`config.mk`:
```
export PLATFORM = sky130hd
export DESIGN_NAME = matmul_seq_mac
export DESIGN_NICKNAME = d
export VERILOG_FILES = /design/src/rtl/matmul_seq_mac_pkg.sv /design/src/rtl/matmul_mac_unit.sv /design/src/rtl/matmul_seq_mac.sv
export SDC_FILE = /design/constraint.sdc
export NUM_CORES = 1
export LEC_CHECK = 0
export ABC_CLOCK_PERIOD_IN_PS = 6600
export CELL_PAD_IN_SITES_DETAIL_PLACEMENT = 1
export CELL_PAD_IN_SITES_GLOBAL_PLACEMENT = 2
export CORE_AREA = 4 4 158 160
export DETAILED_ROUTE_END_ITERATION = 12
export DIE_AREA = 0 0 162 164
export PLACE_DENSITY = 0.79
export SYNTH_ARGS = -nofsm -noshare
export SYNTH_HDL_FRONTEND = slang
export SYNTH_SLANG_ARGS = --single-unit
```
`constraint.sdc`:
```
create_clock -name clk -period 6.6 [get_ports clk]
set_clock_uncertainty 0.2 [all_clocks]
set_input_delay 1.32 -clock clk [delete_from_list [all_inputs] [get_ports clk]]
set_output_delay 1.32 -clock clk [all_outputs]
set_load 0.03 [all_outputs]
```
`src/rtl/matmul_seq_mac_pkg.sv`:
```
// Shared definitions for the sequential matrix multiplier.
//   state_t    : controller states (IDLE / COMPUTE / DONE)
//   clog2      : constant ceil(log2(v)), with clog2(1) = 0
//   acc_width  : accumulator / result element width, 2*W + clog2(N)
//   idx_width  : width of the i/j/k loop indices (at least 1 bit)
package matmul_seq_mac_pkg;

  typedef enum logic [1:0] {
    IDLE    = 2'd0,
    COMPUTE = 2'd1,
    DONE    = 2'd2
  } state_t;

  function automatic int clog2(input int v);
    int r;
    r = 0;
    while ((1 << r) < v) r++;
    return r;
  endfunction

  // Sum of N products of two W-bit values needs 2W bits plus clog2(N)
  // bits of growth, so the accumulator can never overflow.
  function automatic int acc_width(input int w, input int n);
    return 2 * w + clog2(n);
  endfunction

  function automatic int idx_width(input int n);
    return (n > 1) ? clog2(n) : 1;
  endfunction

endpackage

```
`src/rtl/matmul_mac_unit.sv`:
```
// Combinational multiply-accumulate: acc_out = acc_in + ext(x * y).
//   x, y    : W-bit operands (signed or unsigned per SIGNED)
//   acc_in  : AW-bit running sum
//   acc_out : AW-bit updated sum
// The W x W product is formed at full 2W precision and then sign- or
// zero-extended to AW before the add.
module matmul_mac_unit #(
  parameter int W      = 8,
  parameter int AW     = 17,
  parameter int SIGNED = 0
) (
  input  logic [W-1:0]  x,
  input  logic [W-1:0]  y,
  input  logic [AW-1:0] acc_in,
  output logic [AW-1:0] acc_out
);

  logic [2*W-1:0] prod;
  logic [AW-1:0]  prod_ext;

  if (SIGNED != 0) begin : g_signed
    // Extending both operands to 2W makes the low 2W bits of the product
    // the exact two's-complement result.
    assign prod     = $signed({{W{x[W-1]}}, x}) * $signed({{W{y[W-1]}}, y});
    assign prod_ext = AW'($signed(prod));
  end else begin : g_unsigned
    assign prod     = {{W{1'b0}}, x} * {{W{1'b0}}, y};
    assign prod_ext = AW'(prod);
  end

  assign acc_out = acc_in + prod_ext;

endmodule

```
`src/rtl/matmul_seq_mac.sv`:
```
// Sequential N x N matrix multiplier, C = A x B, built around one shared
// MAC unit. One MAC per cycle, N^3 cycles per matrix.
//   clk, rst_n          : clock, asynchronous active-low reset
//   in_valid / in_ready : operand handshake for a and b
//   a, b                : row-major W-bit matrices, element (0,0) in LSBs
//   out_valid/out_ready : result handshake for c
//   c                   : row-major AW-bit result matrix
//   busy                : high while the MAC loop is running
module matmul_seq_mac
  import matmul_seq_mac_pkg::*;
#(
  parameter  int N      = 2,
  parameter  int W      = 8,
  parameter  int SIGNED = 0,
  localparam int AW     = acc_width(W, N)
) (
  input  logic              clk,
  input  logic              rst_n,
  input  logic              in_valid,
  output logic              in_ready,
  input  logic [N*N*W-1:0]  a,
  input  logic [N*N*W-1:0]  b,
  output logic              out_valid,
  input  logic              out_ready,
  output logic [N*N*AW-1:0] c,
  output logic              busy
);

  localparam int            IW   = idx_width(N);
  localparam logic [IW-1:0] LAST = IW'(N - 1);

  state_t            state, state_next;
  logic [N*N*W-1:0]  a_reg, b_reg;
  logic [N*N*AW-1:0] c_reg;
  logic [AW-1:0]     acc, acc_next;
  logic [IW-1:0]     i, j, k;
  logic [W-1:0]      a_el, b_el;
  logic              accept, k_last, j_last, i_last;

  assign accept = in_valid && (state == IDLE);
  assign k_last = (k == LAST);
  assign j_last = (j == LAST);
  assign i_last = (i == LAST);

  assign a_el = a_reg[(int'(i) * N + int'(k)) * W +: W];
  assign b_el = b_reg[(int'(k) * N + int'(j)) * W +: W];

  matmul_mac_unit #(.W(W), .AW(AW), .SIGNED(SIGNED)) u_mac (
    .x       (a_el),
    .y       (b_el),
    .acc_in  (acc),
    .acc_out (acc_next)
  );

  // State register.
  // NOTE: clocked state uses non-blocking (<=) so every flop samples the
  // pre-edge values; blocking here would create order-dependent races.
  always_ff @(posedge clk or negedge rst_n) begin
    if (!rst_n) state <= IDLE;
    else        state <= state_next;
  end

  // Next-state logic.
  // NOTE: state_next gets a default before the case so no path leaves it
  // unassigned; otherwise synthesis infers a latch.
  always_comb begin
    state_next = state;
    case (state)
      IDLE:    if (in_valid)                   state_next = COMPUTE;
      COMPUTE: if (k_last && j_last && i_last) state_next = DONE;
      DONE:    if (out_ready)                  state_next = IDLE;
      default:                                 state_next = IDLE;
    endcase
  end

  // Moore outputs, decoded from the current state only.
  always_comb begin
    in_ready  = 1'b0;
    out_valid = 1'b0;
    busy      = 1'b0;
    case (state)
      IDLE:    in_ready  = 1'b1;
      COMPUTE: busy      = 1'b1;
      DONE:    out_valid = 1'b1;
      default: in_ready  = 1'b0;
    endcase
  end

  // Operand capture.
  // NOTE: the operand registers deliberately have no reset: they are only
  // read in COMPUTE, which is always preceded by a capture, so resetting
  // them would add reset fan-out without changing behaviour.
  always_ff @(posedge clk) begin
    if (accept) begin
      a_reg <= a;
      b_reg <= b;
    end
  end

  // MAC loop: k innermost, then j, then i. The last k step of each (i,j)
  // writes the finished sum into C and restarts the accumulator at zero.
  always_ff @(posedge clk or negedge rst_n) begin
    if (!rst_n) begin
      c_reg <= '0;
      acc   <= '0;
      i     <= '0;
      j     <= '0;
      k     <= '0;
    end else if (accept) begin
      acc <= '0;
      i   <= '0;
      j   <= '0;
      k   <= '0;
    end else if (state == COMPUTE) begin
      if (k_last) begin
        c_reg[(int'(i) * N + int'(j)) * AW +: AW] <= acc_next;
        acc <= '0;
        k   <= '0;
        if (j_last) begin
          j <= '0;
          i <= i_last ? '0 : i + IW'(1);
        end else begin
          j <= j + IW'(1);
        end
      end else begin
        acc <= acc_next;
        k   <= k + IW'(1);
      end
    end
  end

  assign c = c_reg;

endmodule
```
# After elaboration in Yosys (flattened, before gate mapping)

Index checks and enable logic that the tools add are counted.

Multiplexer cells: 23
Reductions and logical operators: 11
Shift operators: 4
Bitwise gates (word level): 1
Multiply operators: 2
Add/subtract/negate cells: 8
Equal/unequal tests: 5

Operators with widths:

| cell                     | count |
|---|---|
| $bwmux 68                | 1 |
| $shift 17x33->68 const A | 1 |
| $shiftx 17x33->68        | 1 |
| $shiftx 32x7->8          | 2 |
| $mux 17                  | 3 |
| $neg 8->33               | 1 |
| $add 17x16->17           | 1 |
| $mul 8x8->16             | 1 |
| $mux 1                   | 15 |
| $add 2x1->3              | 3 |
| $reduce_and 3->1         | 3 |
| $mul 3x5->8 const B      | 1 |
| $mux 2                   | 3 |
| $ne 2x2->1 const B       | 3 |
| $pmux 2 s3               | 1 |
| $reduce_bool 2->1        | 3 |
| $add 1x1->1 const B      | 3 |
| $logic_and 1x1->1        | 3 |
| $eq 2x1->1 const B       | 1 |
| $eq 2x2->1 const B       | 1 |
| $logic_not 2->1          | 1 |
| $reduce_and 2->1         | 1 |
| $not 1->1                | 1 |

Input bits: 68
Register bits after elaboration: 154
Output and inout bits: 71
Logic and storage cells: 62

# Longest topological paths before layout

Gate-level depths: netlist (run 1).

Depth after elaboration: 7
Gate-level depth with buffers: 18
Depth with buffers taken out: 16

# By module

From an unflattened synthesis (run 1), not the netlist that was laid out.

Cells, all modules: 623
Area, all modules: 8338.0 µm²

Modules (own cells, without submodules):

| module          | cells each | sequential area each (µm²) | area each (µm²) | instances |
|---|---|---|---|---|
| matmul_seq_mac  | 320        | 4174.0                     | 5795.6          | 1 |
| matmul_mac_unit | 303        | 0.0                        | 2542.4          | 1 |

# Least setup slack after synthesis (run 1)

OpenSTA, ideal clock, no wires.

Path kind: register to register
Start point: register k
End point: register acc[15]
Buffers on the path: 1
Library setup time: 0.121 ns
Required time: 6.279 ns
Data arrival time: 5.037 ns
Clock period less this slack: 5.358 ns
Setup slack: 1.242 ns
Cell stages (with the launch flop): 16
Cells stage by stage: dfrtp_1 -> buf_2 -> mux4_2 -> and2_1 -> fa_1 -> fa_1 -> fa_1 -> inv_1 -> fa_1 -> inv_1 -> ha_1 -> and3_4 -> a221oi_4 -> o2111ai_2 -> xor2_2 -> a22o_1

Cells in the longest elaborated chain, start to end: 7
Elaborated cells on any way between the ends: 9
Classes of those cells: add/sub: 3; mul: 1; shift: 2; mux: 3

RTL lines:

| element                            | line                                       | RTL |
|---|---|---|
| start, declared                    | matmul_seq_mac.sv:36                       | `logic [IW-1:0] i, j, k;` |
| start signal, assigned             | matmul_seq_mac.sv:127                      | `k <= k + IW'(1);` |
| $add 2x1->3 (on tied branches)     | matmul_seq_mac.sv:45, matmul_seq_mac.sv:46 |  |
| $shiftx 32x7->8 (on tied branches) | matmul_seq_mac.sv:45, matmul_seq_mac.sv:46 |  |
| $mul 8x8->16                       | matmul_mac_unit.sv:27                      | `assign prod = {{W{1'b0}}, x} * {{W{1'b0}}, y};` |
| $add 17x16->17                     | matmul_mac_unit.sv:31                      | `assign acc_out = acc_in + prod_ext;` |
| $mux 17 *                          | matmul_seq_mac.sv:115                      | `if (k_last) begin` |
| $mux 17 *                          | matmul_seq_mac.sv:114                      | `end else if (state == COMPUTE) begin` |
| $mux 17 *                          | matmul_seq_mac.sv:109                      | `end else if (accept) begin` |
| end signal, assigned               | matmul_seq_mac.sv:126                      | `acc <= acc_next;` |
| end, declared                      | matmul_seq_mac.sv:35                       | `logic [AW-1:0] acc, acc_next;` |

Mark *: on every way between the ends. The rest lies on a longest branch, timed or not. The select of a mux whose other input is x is not followed.
A chain may end at the register's enable or synchronous reset.

# Worst setup path after layout (run 1)

Start point: register i
End point: register c_reg[30], in the netlist c[30]

Cells in the longest elaborated chain, start to end: 6
Elaborated cells on any way between the ends: 10
Classes of those cells: add/sub: 4; mul: 2; shift: 3; mux: 1

RTL lines:

| element                       | line                  | RTL |
|---|---|---|
| start, declared               | matmul_seq_mac.sv:36  |  |
| start signal, assigned        | matmul_seq_mac.sv:121 | `i <= i_last ? '0 : i + IW'(1);` |
| $add 2x1->3                   | matmul_seq_mac.sv:45  | `assign a_el = a_reg[(int'(i) * N + int'(k)) * W +: W];` |
| $shiftx 32x7->8               | matmul_seq_mac.sv:45  |  |
| $mul 8x8->16                  | matmul_mac_unit.sv:27 |  |
| $add 17x16->17                | matmul_mac_unit.sv:31 |  |
| $shiftx 17x33->68             | matmul_seq_mac.sv:116 | `c_reg[(int'(i) * N + int'(j)) * AW +: AW] <= acc_next;` |
| $bwmux 68 *                   | matmul_seq_mac.sv:116 |  |
| end signal, assigned by index | matmul_seq_mac.sv:116 |  |
| end, declared                 | matmul_seq_mac.sv:34  | `logic [N*N*AW-1:0] c_reg;` |

Mark *: on every way between the ends. The rest lies on a longest branch, timed or not.

==> results.toml, run 1 <==
[clocking]
cts_buffer_depth = 2
ctsResizeCount = 0
clk_pin_slew_ns = 0.07
root_buffer = "clkbuf_16"
htree_levels = 4
cts.sinks = 154
clk_latency_ns = 0.43
hold_buffers = 0
cts_tree = "built"
cts_made_buffers = 17
post-cts-setup-buffers = 0

[grt]
grt.total_usage_pct = 17.2
antenna_found_initial = 0
grt-ovfl-total = 0
grt_max_degree = 68
grt_pass1_wl_mm = 35.4
grt_pass1_vias = 6368

[placement]
place_worst_setup_slack_ns = 0.463
dp_cells = 1132
hpwl_mm = 17.0
gp_congestion = 0.826
portBuffers = 138
postPlaceCellArea_sq_um = 10100

[critical_path]
critPathTopFamily = "adder cells"
critPathMaxStageDelay_ns = 0.81
crit_type = "flop to flop"
crit_top_cell = "fa_1"
cp-end-kind = "flop"
cp_num_buf_inv = 2
path_cells = "mux4_2, and2_1, fa_1, fa_1, fa_1, inv_1, fa_1, inv_1, ha_1, and3_4, a221oi_4, o211ai_2, a31oi_1, o31ai_1"
arrival_ns = 6.16
required_ns = 6.68
slowest_stage = "dfrtp_1"
worstPathMaxFanout = 13
start_kind = "flop"

[die]
core_area_sq_um = 23400
io_pins = 139
die_h_um = 164
fp.dieW_um = 162
start_util_pct = 35.9
dieArea_sq_um = 26600
num_rows = 56

[sta]
slew_viol_final = 0
rsz0062_at_grt = "no"
setup_violations = 0
period_share_pct = 92.2
final_hold_viol_count = 0
fmax_mhz = 164
worst_pin_slew_ns = 0.987
setup_slack_ns = 0.518
setup_tns_ns = 0
post-route-min-period_ns = 6.08
max_slew_margin_pct = 34.1

[yosys]
synth_flop_cell = "dfrtp_1"
synth.distinct_cells = 51
synth_compound_area_share_pct = 10.6
synth_top_area_share_pct = 26.8
synthesis.nets = 848
synth_seq_cells = 154
synth_xor_area_share_pct = 1.45
synth_most_common_cell = "inv_1"
ys_async_sr_fraction_pct = 58.4
synth_enable_flop_cells = 64
ys_seq_area_share_pct = 49.7
ys_warn_count = 0
netlist_top_cells_area = "dfrtp_1 (27%), edfxtp_1 (23%), fa_1 (12%)"
synth_common_cells = "inv_1 (99), nand2_1 (96), dfrtp_1 (90)"
synthesis.area_sq_um = 8400
yosys-mux-area-fraction_pct = 4.29
yosys.area_share.simple_pct = 10.2
syn_inst = 687
syn-mean-instance-area_sq_um = 12.2
synth.largest_area_cell = "dfrtp_1"
synth_adder_area_share_pct = 18.3
synth_top_family_by_area = "adder cells"

[routing]
drtIter0Drc = 185
drtPass1Iterations = 4
route.detailed.drc = 0
via_per_inst = 4.87
wl_per_cell_um = 18.8
drt-total-wl_mm = 21.9
ant_nets = 0
route.vias.total = 5673

[finish]
final_cell_area_sq_um = 10800
largest_register_ffs = 68
fin_cells = 1164
antenna_cells = 0
num-nets-final = 993
drive_gt1_share_pct = 8.28
area_growth_pct = 28.3
fillers = 2504

[job]
maxCapViolations = 0

[worst_hold_path]
holdCritPathClass = "flop to flop"

[run_status]
run_status = "complete, no violations"
[cell type report]
cell class | count | area (sq um) | share of cell area [%]
clock buffer | 18 | 450 | 4.18
clock inverter | 14 | 193 | 1.79
inverter | 99 | 372 | 3.45
multi-input combinational | 417 | 3770 | 35.0
sequential | 154 | 4170 | 38.7
tap | 319 | 399 | 3.70
timing repair buffer | 143 | 1420 | 13.1
[worst reg2reg max path, stage by stage (launching register included)]
cell and delay [ns]:
dfrtp_1 0.81, mux4_2 0.55, and2_1 0.23, fa_1 0.50, fa_1 0.51, fa_1 0.56
inv_1 0.06, fa_1 0.53, inv_1 0.04, ha_1 0.40, and3_4 0.24, a221oi_4 0.37
o211ai_2 0.15, a31oi_1 0.63, o31ai_1 0.17
[path summary, 6_finish.rpt]
check                            from        to  slack [ns]  depth (start not counted)
max in group asynchronous       rst_n  state[1]        4.41                          2
worst max-delay path                i     c[30]        0.52                         14
worst min-delay path            c[20]     c[20]        0.28                          2
min in group asynchronous       rst_n     c[34]        0.69                          1
worst max register to register      i     c[30]        0.52                         14
worst min register to register  c[20]     c[20]        0.28                          2
[cell usage in the layout, fill, tap and decap left out, drive strengths merged, types with 2 or more instances in the layout]
master and count:
clkdlybuf4s50 137, inv 108, nand2 96, dfrtp 90, edfxtp 64, a22o 50, fa 50, ha 43
and2 39, o21ai 31, clkbuf 18, mux4 16, nor2 12, a21oi 11, xnor2 10, nand3 9
o31ai 8, buf 6, nor2b 4, a21o 4, bufinv 3, and3 3, nor3 3, xor2 3
nand2b 2, or3 2, or2 2, and4 2, o211ai 2, clkinv 2
[stage by stage]
| stage | utilization, % | hold slack (ns) |
|---|---|---|
| after floorplan | - | 0.249 |
| after global placement | 43.3 | 0.260 |
| after detailed placement | 43.3 | 0.279 |
| after CTS | 46.0 | 0.295 |
| after global routing | 46.0 | 0.315 |
| final | 46.0 | 0.285 |
[per-layer routing]
metal	routed length, um	vias to the layer above	global-route usage (%)
met4	396	0	5.57
met1	9810	2862	22.5
met2	10900	149	29.4
met3	855	28	2.84
met5	0	-	0
li1	-	2634	-
[logic make-up after synthesis]
group | after synthesis
AND/OR/NAND/NOR | 177
flip-flops | 154
AO/OA/AOI/OAI | 118
buffers and inverters | 116
adder cells (fa/ha/maj) | 93
multiplexers | 16
XOR/XNOR | 13
Power of run 1 is not shown: default switching activity piles up to over one toggle a cycle in this logic, so the estimate is an artifact.
==> run 2, diff against run 1 <==
ABC_CLOCK_PERIOD_IN_PS = 7500   (was 6600)
CORE_AREA = 4 4 152 154   (was 4 4 158 160)
DIE_AREA = 0 0 156 158   (was 0 0 162 164)
MAX_ROUTING_LAYER = met4   (was default)
PLACE_DENSITY = 0.84   (was 0.79)
SKIP_CTS_REPAIR_TIMING = 1   (was default)
clock period = 7.5 ns   (was 6.6 ns; I/O delays follow)
==> results.toml, run 2 (synthesis gave the netlist of run 1 again) <==
[run_status]
run_status = "complete, no violations"

[placement]
gp_congestion = 0.825
hpwl_mm = 17.3
portBuffers = 138

[clocking]
clk_latency_ns = 0.42
root_buffer = "clkbuf_16"
htree_levels = 4
cts_tree = "built"
cts_buffer_depth = 2
clk_pin_slew_ns = 0.07
cts.sinks = 154
cts_made_buffers = 17

[die]
die_h_um = 158
fp.dieW_um = 156
io_pins = 139
start_util_pct = 38.7
core_area_sq_um = 21700
num_rows = 54
dieArea_sq_um = 24600

[critical_path]
r2r_start = "k"
reg2reg_to = "acc[11]"
start_kind = "flop"
cp-end-kind = "flop"
rrSetupSlack_ns = 1.29
arrival_ns = 6.36
worstPathMaxFanout = 21
crit_type = "flop to flop"
required_ns = 7.66
r2r_cells = 14

[routing]
ant_nets = 0
via_per_inst = 5.09
route.detailed.drc = 0
drtIter0Drc = 234
drt-total-wl_mm = 22.0
wl_per_cell_um = 19.6
drtPass1Iterations = 4
route.vias.total = 5715

[finish]
num-nets-final = 991
largest_register_ffs = 68
fillers = 2227
area_growth_pct = 27.0
layout_commonest_cell = "clkdlybuf4s50_1"
drive_gt1_share_pct = 8.07
final_cell_mix = "clkdlybuf4s50_1 (137), inv_1 (99), nand2_1 (96), dfrtp_1 (90), edfxtp_1 (64)"
antenna_cells = 0

[worst_hold_path]
worstHoldPathCells = 2
holdCritPathClass = "flop to flop"
holdPathEnd = "c[0]"
min_from = "c[0]"

[sta]
slew_viol_final = 0
period_share_pct = 82.8
post-route-min-period_ns = 6.21
rsz0062_at_grt = "no"
setup_violations = 0
fmax_mhz = 161
max_slew_margin_pct = 34.2
setup_tns_ns = 0
worst_pin_slew_ns = 0.987
final_hold_viol_count = 0
hold_slack_ns = 0.285

[job]
maxCapViolations = 0

[grt]
grt_pass1_vias = 6479
antenna_found_initial = 0
grt-ovfl-total = 0
grt.total_usage_pct = 19.1
grt_max_degree = 62
grt_pass1_wl_mm = 35.7
## run 2: cell types whose count changed in the layout (fill, tap and decap cells not counted), moves of 2 or more
cell	before	now
buf_4	6	4
clkinv_8	0	3
bufinv_16	3	0
inv_6	5	3
## run 2: routing by layer
| layer | global-route usage (%) | wire (um) | part of all wire (%) | vias up |
|---|---|---|---|---|
| met4 | 4.59 | 255 | 1.2 | 0 |
| li1 | - | - | - | 2634 |
| met2 | 31.4 | 11200 | 51 | 126 |
| met1 | 25.2 | 9910 | 45 | 2937 |
| met3 | 2.68 | 654 | 3.0 | 18 |
| met5 | - | 0 | 0 | - |
## run 2: worst max-delay path: stages, from the launching register on
cell and delay [ns]:
dfrtp_1 0.99, mux4_2 0.69, and2_1 0.22, fa_1 0.50, fa_1 0.52, fa_1 0.56
inv_1 0.06, fa_1 0.52, inv_1 0.04, ha_1 0.38, and3_4 0.23, a221oi_4 0.37
o21ai_1 0.12, xor2_1 0.48, a22o_1 0.25
## run 2: worst max-delay path by stage
stage                     from       to  slack [ns]  cells after the start
after floorplan              k  acc[15]        2.14                     15
after global placement       k  acc[11]        1.31                     14
after detailed placement     k  acc[11]        1.21                     14
after CTS                    k  acc[11]        1.22                     14
after global routing         k  acc[11]        0.96                     14
final                        k  acc[11]        1.29                     14
## run 2: cell type report
type / count / area [sq um] / area share (%)
flip-flops and latches: 154 / 4170 / 39.1
multi-input cells: 417 / 3770 / 35.4
repair buffers: 141 / 1400 / 13.1
clock buffers: 17 / 425 / 3.99
inverters: 99 / 372 / 3.48
well taps: 280 / 350 / 3.28
clock inverters: 15 / 170 / 1.60
## run 2: metrics by stage
stage	setup WS, ns	cell area [sq um]	std cells	util (%)
finish	1.29	10700	1123	49.2
global placement	1.31	10100	1091	46.4
CTS	1.22	10700	1123	49.2
global route	0.963	10700	1123	49.2
floorplan	2.14	8400	687	-
detailed placement	1.21	10100	1091	46.4
Power of run 2 is left out for the same reason.
